**src/rtl/cmd_frame_parser_pkg.sv**
```systemverilog
// Shared opcodes, command-type encodings and FSM state codes for the UART command frame parser.
package cmd_frame_pkg;

    localparam logic [7:0] OPC_WR      = 8'hAA;
    localparam logic [7:0] OPC_RD      = 8'hBB;
    localparam logic [7:0] OPC_ALU_OP  = 8'hCC;
    localparam logic [7:0] OPC_ALU_NOP = 8'hDD;

    typedef enum logic [1:0] {
        CMD_WR      = 2'b00,
        CMD_RD      = 2'b01,
        CMD_ALU_OP  = 2'b10,
        CMD_ALU_NOP = 2'b11
    } cmd_type_e;

    localparam logic [2:0] ST_IDLE     = 3'd0;
    localparam logic [2:0] ST_GET_ADDR = 3'd1;
    localparam logic [2:0] ST_GET_DATA = 3'd2;
    localparam logic [2:0] ST_GET_OPA  = 3'd3;
    localparam logic [2:0] ST_GET_OPB  = 3'd4;
    localparam logic [2:0] ST_GET_FUN  = 3'd5;
    localparam logic [2:0] ST_HOLD     = 3'd6;

    // True while a frame is partially collected and more bytes are awaited.
    function automatic logic is_get_state(input logic [2:0] s);
        return (s == ST_GET_ADDR) || (s == ST_GET_DATA) || (s == ST_GET_OPA) ||
               (s == ST_GET_OPB)  || (s == ST_GET_FUN);
    endfunction

endpackage

```
**src/rtl/cmd_frame_parser_if.sv**
```systemverilog
// Byte-in / command-out bundle between DATA_SYNC, the frame parser (master) and SYS_CTRL (slave).
interface cmd_frame_if #(
    parameter int DSIZE = 8,
    parameter int ASIZE = 4
) ();

    logic [DSIZE-1:0] RX_P_DATA;
    logic             RX_D_VLD;
    logic             CMD_RDY;
    logic             CMD_VLD;
    logic [1:0]       CMD_TYPE;
    logic [ASIZE-1:0] CMD_ADDR;
    logic [DSIZE-1:0] CMD_DATA0;
    logic [DSIZE-1:0] CMD_DATA1;
    logic [3:0]       CMD_FUN;
    logic             FRAME_ERR;
    logic             OVERRUN;

    modport master (
        input  RX_P_DATA, RX_D_VLD, CMD_RDY,
        output CMD_VLD, CMD_TYPE, CMD_ADDR, CMD_DATA0, CMD_DATA1, CMD_FUN,
               FRAME_ERR, OVERRUN
    );

    modport slave (
        output RX_P_DATA, RX_D_VLD, CMD_RDY,
        input  CMD_VLD, CMD_TYPE, CMD_ADDR, CMD_DATA0, CMD_DATA1, CMD_FUN,
               FRAME_ERR, OVERRUN
    );

endinterface

```
**src/rtl/cmd_frame_parser_frame_timer.sv**
```systemverilog
// Inter-byte watchdog: counts idle cycles inside a frame and flags when TIMEOUT-1 is reached.
module frame_timer #(
    parameter int unsigned TIMEOUT = 1024
) (
    input  logic clk,
    input  logic rst_n,
    input  logic clr_i,
    input  logic en_i,
    output logic expired_o
);

    localparam int unsigned CW = (TIMEOUT > 2) ? $clog2(TIMEOUT) : 1;

    logic [CW-1:0] cnt_q, cnt_d;

    // Held at zero outside a frame so every new frame starts from a clean count.
    always_comb begin
        if (clr_i || !en_i) cnt_d = '0;
        else                cnt_d = cnt_q + CW'(1);
    end

    always_ff @(posedge clk or negedge rst_n) begin
        if (!rst_n) cnt_q <= '0;
        else        cnt_q <= cnt_d;
    end

    assign expired_o = en_i && (cnt_q == CW'(TIMEOUT - 1));

endmodule

```
**src/rtl/cmd_frame_parser.sv**
```systemverilog
// UART command frame parser: collects WR/RD/ALU frames and presents one command via valid/ready.
// Optional inter-byte timeout abort is enabled by defining CMD_TIMEOUT_EN.
module cmd_frame_parser
    import cmd_frame_pkg::*;
#(
    parameter int DSIZE   = 8,
    parameter int ASIZE   = 4,
    parameter int TIMEOUT = 1024
) (
    input  logic          CLK,
    input  logic          RST,
    cmd_frame_if.master   bus
);

    if (DSIZE < 8 || ASIZE > DSIZE || TIMEOUT < 2) begin : g_bad_params
        $error("cmd_frame_parser: DSIZE must be >= 8, ASIZE <= DSIZE, TIMEOUT >= 2");
    end

    logic [2:0]       state_q, state_d;
    cmd_type_e        type_q, type_d;
    logic [ASIZE-1:0] addr_q, addr_d;
    logic [DSIZE-1:0] data0_q, data0_d;
    logic [DSIZE-1:0] data1_q, data1_d;
    logic [3:0]       fun_q, fun_d;
    logic             ferr_q, ferr_d;
    logic             ovr_q, ovr_d;

    logic             rx;
    logic             take_op;
    logic             timeout_hit;
    logic             hold;

    assign rx      = bus.RX_D_VLD;
    assign hold    = (state_q == ST_HOLD);
    // Accepting in the same cycle as a new byte lets that byte open the next frame.
    assign take_op = rx && ((state_q == ST_IDLE) || (hold && bus.CMD_RDY));

`ifdef CMD_TIMEOUT_EN
    logic timer_expired;

    frame_timer #(.TIMEOUT(TIMEOUT)) u_frame_timer (
        .clk       (CLK),
        .rst_n     (RST),
        .clr_i     (rx),
        .en_i      (is_get_state(state_q)),
        .expired_o (timer_expired)
    );

    assign timeout_hit = is_get_state(state_q) && !rx && timer_expired;
`else
    assign timeout_hit = 1'b0;
`endif

    always_comb begin
        // NOTE: every _d defaults to its _q first so no path through the case infers a latch.
        state_d = state_q;
        type_d  = type_q;
        addr_d  = addr_q;
        data0_d = data0_q;
        data1_d = data1_q;
        fun_d   = fun_q;
        ferr_d  = 1'b0;
        ovr_d   = 1'b0;

        case (state_q)
            ST_HOLD: begin
                if (bus.CMD_RDY) state_d = ST_IDLE;
                else if (rx)     ovr_d   = 1'b1;
            end
            ST_GET_ADDR: if (rx) begin
                addr_d  = bus.RX_P_DATA[ASIZE-1:0];
                state_d = (type_q == CMD_WR) ? ST_GET_DATA : ST_HOLD;
            end
            ST_GET_DATA: if (rx) begin
                data0_d = bus.RX_P_DATA;
                state_d = ST_HOLD;
            end
            ST_GET_OPA: if (rx) begin
                data0_d = bus.RX_P_DATA;
                state_d = ST_GET_OPB;
            end
            ST_GET_OPB: if (rx) begin
                data1_d = bus.RX_P_DATA;
                state_d = ST_GET_FUN;
            end
            ST_GET_FUN: if (rx) begin
                fun_d   = bus.RX_P_DATA[3:0];
                state_d = ST_HOLD;
            end
            default: ;
        endcase

        // Fields not carried by the new command must read back as zero.
        if (take_op) begin
            addr_d  = '0;
            data0_d = '0;
            data1_d = '0;
            fun_d   = '0;
            case (bus.RX_P_DATA[7:0])
                OPC_WR:      begin type_d = CMD_WR;      state_d = ST_GET_ADDR; end
                OPC_RD:      begin type_d = CMD_RD;      state_d = ST_GET_ADDR; end
                OPC_ALU_OP:  begin type_d = CMD_ALU_OP;  state_d = ST_GET_OPA;  end
                OPC_ALU_NOP: begin type_d = CMD_ALU_NOP; state_d = ST_GET_FUN;  end
                default:     begin ferr_d = 1'b1;        state_d = ST_IDLE;     end
            endcase
        end

        if (timeout_hit) begin
            state_d = ST_IDLE;
            ferr_d  = 1'b1;
        end
    end

    always_ff @(posedge CLK or negedge RST) begin
        if (!RST) begin
            state_q <= ST_IDLE;
            type_q  <= CMD_WR;
            addr_q  <= '0;
            data0_q <= '0;
            data1_q <= '0;
            fun_q   <= '0;
            ferr_q  <= 1'b0;
            ovr_q   <= 1'b0;
        end else begin
            // NOTE: non-blocking assignments so every register updates from pre-edge values.
            state_q <= state_d;
            type_q  <= type_d;
            addr_q  <= addr_d;
            data0_q <= data0_d;
            data1_q <= data1_d;
            fun_q   <= fun_d;
            ferr_q  <= ferr_d;
            ovr_q   <= ovr_d;
        end
    end

    // Partial frames stay invisible: command fields only show while the command is offered.
    assign bus.CMD_VLD   = hold;
    assign bus.CMD_TYPE  = {2{hold}} & type_q;
    assign bus.CMD_ADDR  = {ASIZE{hold}} & addr_q;
    assign bus.CMD_DATA0 = {DSIZE{hold}} & data0_q;
    assign bus.CMD_DATA1 = {DSIZE{hold}} & data1_q;
    assign bus.CMD_FUN   = {4{hold}} & fun_q;
    assign bus.FRAME_ERR = ferr_q;
    assign bus.OVERRUN   = ovr_q;

endmodule
```
**src/flat_wrapper.sv**
```systemverilog
// flat-port wrapper written by rule: the top's interface ports become plain ports
module cmd_frame_parser_flat import cmd_frame_pkg::*;
#(
    parameter int DSIZE   = 8,
    parameter int ASIZE   = 4,
    parameter int TIMEOUT = 1024
)
  (CLK, RST, bus_RX_P_DATA, bus_RX_D_VLD, bus_CMD_RDY, bus_CMD_VLD, bus_CMD_TYPE, bus_CMD_ADDR, bus_CMD_DATA0, bus_CMD_DATA1, bus_CMD_FUN, bus_FRAME_ERR, bus_OVERRUN);
  cmd_frame_if #(.DSIZE(DSIZE), .ASIZE(ASIZE)) bus_i ();
  input  logic CLK;
  input  logic RST;
  input wire logic [$bits(bus_i.RX_P_DATA)-1:0] bus_RX_P_DATA;
  input wire logic [$bits(bus_i.RX_D_VLD)-1:0] bus_RX_D_VLD;
  input wire logic [$bits(bus_i.CMD_RDY)-1:0] bus_CMD_RDY;
  output wire logic [$bits(bus_i.CMD_VLD)-1:0] bus_CMD_VLD;
  output wire logic [$bits(bus_i.CMD_TYPE)-1:0] bus_CMD_TYPE;
  output wire logic [$bits(bus_i.CMD_ADDR)-1:0] bus_CMD_ADDR;
  output wire logic [$bits(bus_i.CMD_DATA0)-1:0] bus_CMD_DATA0;
  output wire logic [$bits(bus_i.CMD_DATA1)-1:0] bus_CMD_DATA1;
  output wire logic [$bits(bus_i.CMD_FUN)-1:0] bus_CMD_FUN;
  output wire logic [$bits(bus_i.FRAME_ERR)-1:0] bus_FRAME_ERR;
  output wire logic [$bits(bus_i.OVERRUN)-1:0] bus_OVERRUN;
  assign bus_i.RX_P_DATA = bus_RX_P_DATA;
  assign bus_i.RX_D_VLD = bus_RX_D_VLD;
  assign bus_i.CMD_RDY = bus_CMD_RDY;
  assign bus_CMD_VLD = bus_i.CMD_VLD;
  assign bus_CMD_TYPE = bus_i.CMD_TYPE;
  assign bus_CMD_ADDR = bus_i.CMD_ADDR;
  assign bus_CMD_DATA0 = bus_i.CMD_DATA0;
  assign bus_CMD_DATA1 = bus_i.CMD_DATA1;
  assign bus_CMD_FUN = bus_i.CMD_FUN;
  assign bus_FRAME_ERR = bus_i.FRAME_ERR;
  assign bus_OVERRUN = bus_i.OVERRUN;
  cmd_frame_parser #(.DSIZE(DSIZE), .ASIZE(ASIZE), .TIMEOUT(TIMEOUT)) u_core (.CLK(CLK), .RST(RST), .bus(bus_i));
endmodule
```
**config.mk**
```make
export PLATFORM = sky130hd
export DESIGN_NAME = cmd_frame_parser_flat
export DESIGN_NICKNAME = d
export VERILOG_FILES = /design/src/rtl/cmd_frame_parser_pkg.sv /design/src/rtl/cmd_frame_parser_if.sv /design/src/rtl/cmd_frame_parser_frame_timer.sv /design/src/rtl/cmd_frame_parser.sv /design/src/flat_wrapper.sv
export SDC_FILE = /design/constraint.sdc
export NUM_CORES = 1
export LEC_CHECK = 0
export ABC_AREA = 1
export CAP_MARGIN = 20
export CORE_MARGIN = 3
export CORE_UTILIZATION = 54
export CTS_CLUSTER_DIAMETER = 80
export DETAILED_ROUTE_END_ITERATION = 12
export GPL_TIMING_DRIVEN = 0
export MAX_ROUTING_LAYER = met4
export PLACE_DENSITY_LB_ADDON = 0.05
export SLEW_MARGIN = 20
export SYNTH_ARGS = -nofsm -noshare
export SYNTH_HDL_FRONTEND = slang
export SYNTH_SLANG_ARGS = --single-unit
```
**constraint.sdc**
```tcl
create_clock -name CLK -period 4 [get_ports CLK]
set_input_delay 0.6 -clock CLK [delete_from_list [all_inputs] [get_ports CLK]]
set_output_delay 0.6 -clock CLK [all_outputs]
set_load 0.02 [all_outputs]
```
==> results of run 1 <==
power groups by stage:
| stage | clock (W) | combinational, W | sequential, W |
|---|---|---|---|
| 6_report | 0.000260 | 0.000802 | 0.000498 |
| 5_1_grt | 0.000280 | 0.000907 | 0.000513 |
| 4_1_cts | 0.000264 | 0.000808 | 0.000498 |
| 3_5_place_dp | 0 | 0.000802 | 0.000505 |
| 3_3_place_gp | 0 | 0.000786 | 0.000499 |
| 2_1_floorplan | 0 | 0.000600 | 0.000497 |
synth_stat cells, drive strengths merged:
| master | n |
|---|---|
| o21ai | 17 |
| o21a | 5 |
| inv | 45 |
| nand4 | 4 |
| nor2 | 49 |
| nand2 | 75 |
| clkbuf | 2 |
| a21oi | 1 |
| xnor2 | 1 |
| dfrtp | 31 |
| nand3 | 14 |
| buf | 4 |
layout make-up:
cell class / instances / area, um^2
buffer: 6 / 55.1
clock buffer: 6 / 51.3
clock inverter: 2 / 35.0
fill: 246 / 788
inverter: 45 / 171
multi-input combinational: 166 / 811
sequential: 31 / 776
tap: 44 / 55.1
timing repair buffer: 39 / 385
worst max-delay path by stage:
stage                 startpoint               end  depth (start not counted)
5_1_grt        u_core.state_q[0]   bus_CMD_TYPE[0]                          5
3_3_place_gp   u_core.state_q[0]  bus_CMD_DATA0[5]                          5
2_1_floorplan  u_core.state_q[0]   bus_CMD_ADDR[0]                          4
3_5_place_dp   u_core.state_q[0]  bus_CMD_DATA0[5]                          5
6_report       u_core.state_q[0]    bus_CMD_FUN[1]                          5
4_1_cts        u_core.state_q[0]  bus_CMD_DATA0[5]                          5
per-layer routing:
metal,up-vias,global-route usage
li1,840,-
met1,729,0.284
met2,58,0.360
met3,8,0.0580
met4,0,0.0889
met5,-,-
stage by stage:
step	worst slack (ns)	hold slack, ns	util
2_1_floorplan	2.21	0.304	-
3_3_place_gp	1.62	0.461	0.722
3_5_place_dp	1.60	0.466	0.720
4_1_cts	1.22	0.299	0.748
5_1_grt	1.04	0.313	0.748
6_report	1.25	0.279	0.748
worst max-delay path, cell delays in order, from the launching register on:
cell and delay (ns):
dfrtp_1 0.49, inv_2 0.15, nand3_4 0.14, buf_1 0.25
nor2_1 0.16, clkdlybuf4s50_1 0.62
registers in the layout (all words and copies together), names as in the netlist:
register and count:
u_core.fun_q 4, u_core.bus.OVERRUN 1, u_core.type_q 2, u_core.bus.FRAME_ERR 1
u_core.data1_q 8, u_core.data0_q 8, u_core.addr_q 4, u_core.state_q 3
kinds of logic after synthesis:
family,Yosys count
flip-flops,31
AND/OR/NAND/NOR,142
buffers and inverters,51
XOR/XNOR,1
AO/OA/AOI/OAI,23
==> results.yml, run 1 <==
route:
  wl_met3_um: 244
  drtAntennaViolNets: 0
  drc: 0
  routed_wl_mm: 4.00
  drtIter0Drc: 86
  via_per_inst: 4.82
  maxUsedRoutingLayer: "met4"
  vias: 1635
  dr_wl_met2_mm: 1.83
  avgRoutedWirePerCell_um: 11.8
  firstDrtPassIters: 4
  wirelength_met1_mm: 1.87
layout:
  syn_to_final_growth_pct: 29.1
  post-route-cell-area_mm2: 0.00234
  nNetsFinal: 306
  antenna_cells: 0
  mostFrequentLayoutCells: "nand2_1 (70), nor2_1 (47), inv_1 (42)"
  final_cells: 339
  drive_gt1_frac: 0.119
  final_common_cell: "nand2_1"
timing:
  finalCritPeriodShare: 0.687
  fin_crit_ns: 2.75
  max-slew-margin-rel: 0.564
  fmax_ghz: 0.364
  setup_viol: 0
  worstMarginPinSlew_ns: 0.655
  final_hold_viol_count: 0
  finClkSkew_ns: 0.0102
  fin_setup_tns_ns: 0
  drv_slew: 0
  rsz0062_at_grt: "false"
floorplanning:
  coreArea_mm2: 0.00313
  die_h_um: 63.9
  dieArea_mm2: 0.00409
  pin_count: 41
  initial_core_util: 0.580
  rows: 20
  die_x_um: 63.9
place:
  numPortBuffers: 39
  dp_hpwl_mm: 2.95
  place_inst: 331
  postPlaceCellArea_mm2: 0.00225
  gp_congestion: 0.905
power:
  p_clk_frac: 0.166
  leakage_nw: 1.18
  p_int_w: 0.000900
  p_per_area_mw_per_mm2: 667
  combPwrFrac: 0.514
  peakVddDrop_v: 0.000406
  power.share.sequential: 0.319
  switchingPower_w: 0.000661
  switching_share: 0.423
  total_power_w: 0.00156
critical_path:
  arrival_ns: 2.15
  cp_max_fo: 10
  reg2reg_depth: 6
  r2r-start: "u_core.state_q[2]"
  timing.rr.end: "u_core.fun_q[0]"
  end_kind: "output pin"
  crit_required_ns: 3.40
  startpoint_type: "register"
  rrSetupSlack_ns: 2.45
  critical_path_class: "register to output pin"
yosys:
  yosysTopAreaCell: "dfrtp_1"
  seq_area_frac_synth: 0.428
  syn_area_per_cell_um2: 7.31
  ys_warn_count: 0
  yosysTopAreaCellShare: 0.428
  synthMuxAreaShare: 0
  synthDistinctLibCells: 25
  syn-cell-area_mm2: 0.00181
  syn_inst: 248
  synth_top_family_by_area: "simple AND/OR/NAND/NOR gates"
  synthXorXnorAreaFrac: 0.00483
  yosys.area_share.adder: 0
  synth_nets: 260
  synthTopCellsByArea: "dfrtp_1 (43%), nand2_1 (14%), nor2_1 (9.7%)"
  yosys.area_share.simple: 0.345
  ys_seq_elements: 31
  synth_compound_area_frac: 0.0973
clock_tree:
  clkTransAtPathRegs_ns: 0.10
  holdBufCountCts: 0
  cts_setup_buffers: 0
  worstSkewPairLatency_ns: 0.34
  root_buffer: "clkbuf_4"
  clockBufferDepth: 2
  h-tree-depth: 2
  cts_resized: 0
  numCtsBuffers: 5
  cts_tree: "done"
  clock_sinks: 31
grt:
  grt_max_degree: 32
  grt_use_total: 0.229
  grt_overflow_total: 0
  grt_pass1_wl_mm: 7.13
  antenna_found_initial: 0
  grt_pass1_vias: 1645
job:
  maxCapViolations: 0
status:
  status: "completed"
worst_hold_path:
  hold_class: "input pin to async pin"
No activity file was read; power rests on OpenSTA's default activity.
==> run 2, diff against run 1 <==
--- a/config.mk
+++ b/config.mk
@@ -8,7 +8,7 @@
 export ABC_AREA = 1
 export CAP_MARGIN = 20
 export CORE_MARGIN = 3
-export CORE_UTILIZATION = 54
+export CORE_UTILIZATION = 45
 export CTS_CLUSTER_DIAMETER = 80
 export DETAILED_ROUTE_END_ITERATION = 12
 export GPL_TIMING_DRIVEN = 0
==> constraint.sdc (replaced) <==
create_clock -name CLK -period 2.5 [get_ports CLK]
set_input_delay 0.375 -clock CLK [delete_from_list [all_inputs] [get_ports CLK]]
set_output_delay 0.375 -clock CLK [all_outputs]
set_load 0.02 [all_outputs]
==> results.yml, run 2 (same netlist as run 1, synthesis figures left out) <==
status:
  status: "completed"
power:
  p_per_area_mw_per_mm2: 1040
  peakVddDrop_v: 0.000511
  leakage_nw: 1.33
  total_power_w: 0.00247
clock_tree:
  clock_sinks: 31
  cts_tree: "done"
  clockBufferDepth: 2
  worstSkewPairLatency_ns: 0.28
  cts_setup_buffers: 0
  numCtsBuffers: 5
  clkTransAtPathRegs_ns: 0.06
  root_buffer: "clkbuf_8"
  h-tree-depth: 2
layout:
  nNetsFinal: 306
  antenna_cells: 0
  reg_top3: "u_core.data0_q (8), u_core.data1_q (8)"
  final_cells: 342
  mostFrequentLayoutCells: "nand2_1 (70), nor2_1 (47), inv_1 (42)"
  fillCellCount: 348
  final_common_cell: "nand2_1"
  syn_to_final_growth_pct: 30.6
  multi_input_area_um2: 811
  regArea_um2: 776
  drive_gt1_frac: 0.122
critical_path:
  end_kind: "output pin"
  rrSetupSlack_ns: 0.96
  cp_max_fo: 10
  critical_path_class: "register to output pin"
  arrival_ns: 2.01
  startpoint_type: "register"
  crit_required_ns: 2.12
floorplanning:
  pin_count: 41
  initial_core_util: 0.481
  rows: 22
  dieArea_mm2: 0.00483
  die_x_um: 69.5
  die_h_um: 69.5
  coreArea_mm2: 0.00377
timing:
  final_hold_viol_count: 0
  fin_crit_ns: 2.38
  finClkSkew_ns: 0.00338
  fin_setup_tns_ns: 0
  drv_slew: 0
  finalCritPeriodShare: 0.952
  max-slew-margin-rel: 0.542
  fmax_ghz: 0.420
  worstMarginPinSlew_ns: 0.687
  hold_slack_ns: 0.140
  setup_viol: 0
  rsz0062_at_grt: "false"
place:
  numPortBuffers: 39
  dp_hpwl_mm: 2.93
  place_inst: 335
  gp_congestion: 0.889
grt:
  antenna_found_initial: 0
  grt_pass1_wl_mm: 6.63
  grt_use_total: 0.180
  grt_overflow_total: 0
  grt_pass1_vias: 1423
  grt_max_degree: 32
job:
  maxCapViolations: 0
route:
  vias: 1582
  drc: 0
  routed_wl_mm: 3.99
  via_per_inst: 4.63
  avgRoutedWirePerCell_um: 11.7
  drtIter0Drc: 106
  firstDrtPassIters: 4
  drtAntennaViolNets: 0
worst_hold_path:
  hold_class: "input pin to async pin"
-- run 2: cell types whose count changed in the layout (fill, tap and decap cells not counted), sizes merged --
cell	delta
bufinv	-1
clkbuf	+1
dlymetal6s2s	+8
buf	-1
clkdlybuf4s50	-8
-- run 2: through the flow --
step	instance area [um^2]	setup WS (ns)	util
after CTS	2350	0.0357	0.622
after global placement	2260	0.318	0.600
after global routing	2370	0.00257	0.628
after detailed placement	2260	0.306	0.599
final	2370	0.119	0.628
after floorplan	1810	0.933	-
-- run 2: layout make-up --
class | count | share of cell area
clock buffers | 6 | 0.0349
clock inverters | 1 | 0.00211
well taps | 48 | 0.0254
inverters | 45 | 0.0724
plain buffers | 6 | 0.0243
multi-input cells | 166 | 0.342
repair buffers | 39 | 0.171
flip-flops and latches | 31 | 0.328
-- run 2: where the power goes --
group          leakage (nW)  switching [W]  internal (W)  total [W]
Combinational         0.899       0.000794      0.000489    0.00128
Sequential            0.385      0.0000822      0.000716   0.000798
Clock                0.0470       0.000174      0.000216   0.000390
-- run 2: timing repair --
| action | 4_1_cts | 5_1_grt |
|---|---|---|
| hold buffers | 0 | 0 |
| gates resized for setup | 1 | 9 |
| setup endpoints to repair | 2 | 13 |
-- run 2: worst max-delay path, stage by stage (launching register included) --
cell and delay (ns):
dfrtp_1 0.48, inv_2 0.15, nand3_4 0.15, clkbuf_2 0.23, nor2_1 0.12, clkdlybuf4s50_1 0.61
-- run 2: worst paths after layout --
| check | end | start | cells past startpoint |
|---|---|---|---|
| min in group CLK | u_core.data1_q[0] | u_core.data1_q[0] | 2 |
| max | bus_CMD_FUN[2] | u_core.state_q[0] | 5 |
| max reg2reg | u_core.fun_q[1] | u_core.state_q[2] | 6 |
| min | u_core.bus.OVERRUN | RST | 1 |
| min reg2reg | u_core.data1_q[0] | u_core.data1_q[0] | 2 |
| max in group asynchronous | u_core.data0_q[2] | RST | 1 |
-- run 2: layer usage --
metal	GRT usage	wire length, um
met4	0.0521	48
met2	0.247	1660
met1	0.260	2050
met5	-	0
met3	0.0464	231
==> run 3, diff against run 2 <==
--- a/config.mk
+++ b/config.mk
@@ -14,6 +14,7 @@
 export GPL_TIMING_DRIVEN = 0
 export MAX_ROUTING_LAYER = met4
 export PLACE_DENSITY_LB_ADDON = 0.05
+export SKIP_LAST_GASP = 1
 export SLEW_MARGIN = 20
 export SYNTH_ARGS = -nofsm -noshare
 export SYNTH_HDL_FRONTEND = slang
==> results of run 3 <==
Final layout, timing and power as in run 2 (identical DEF).
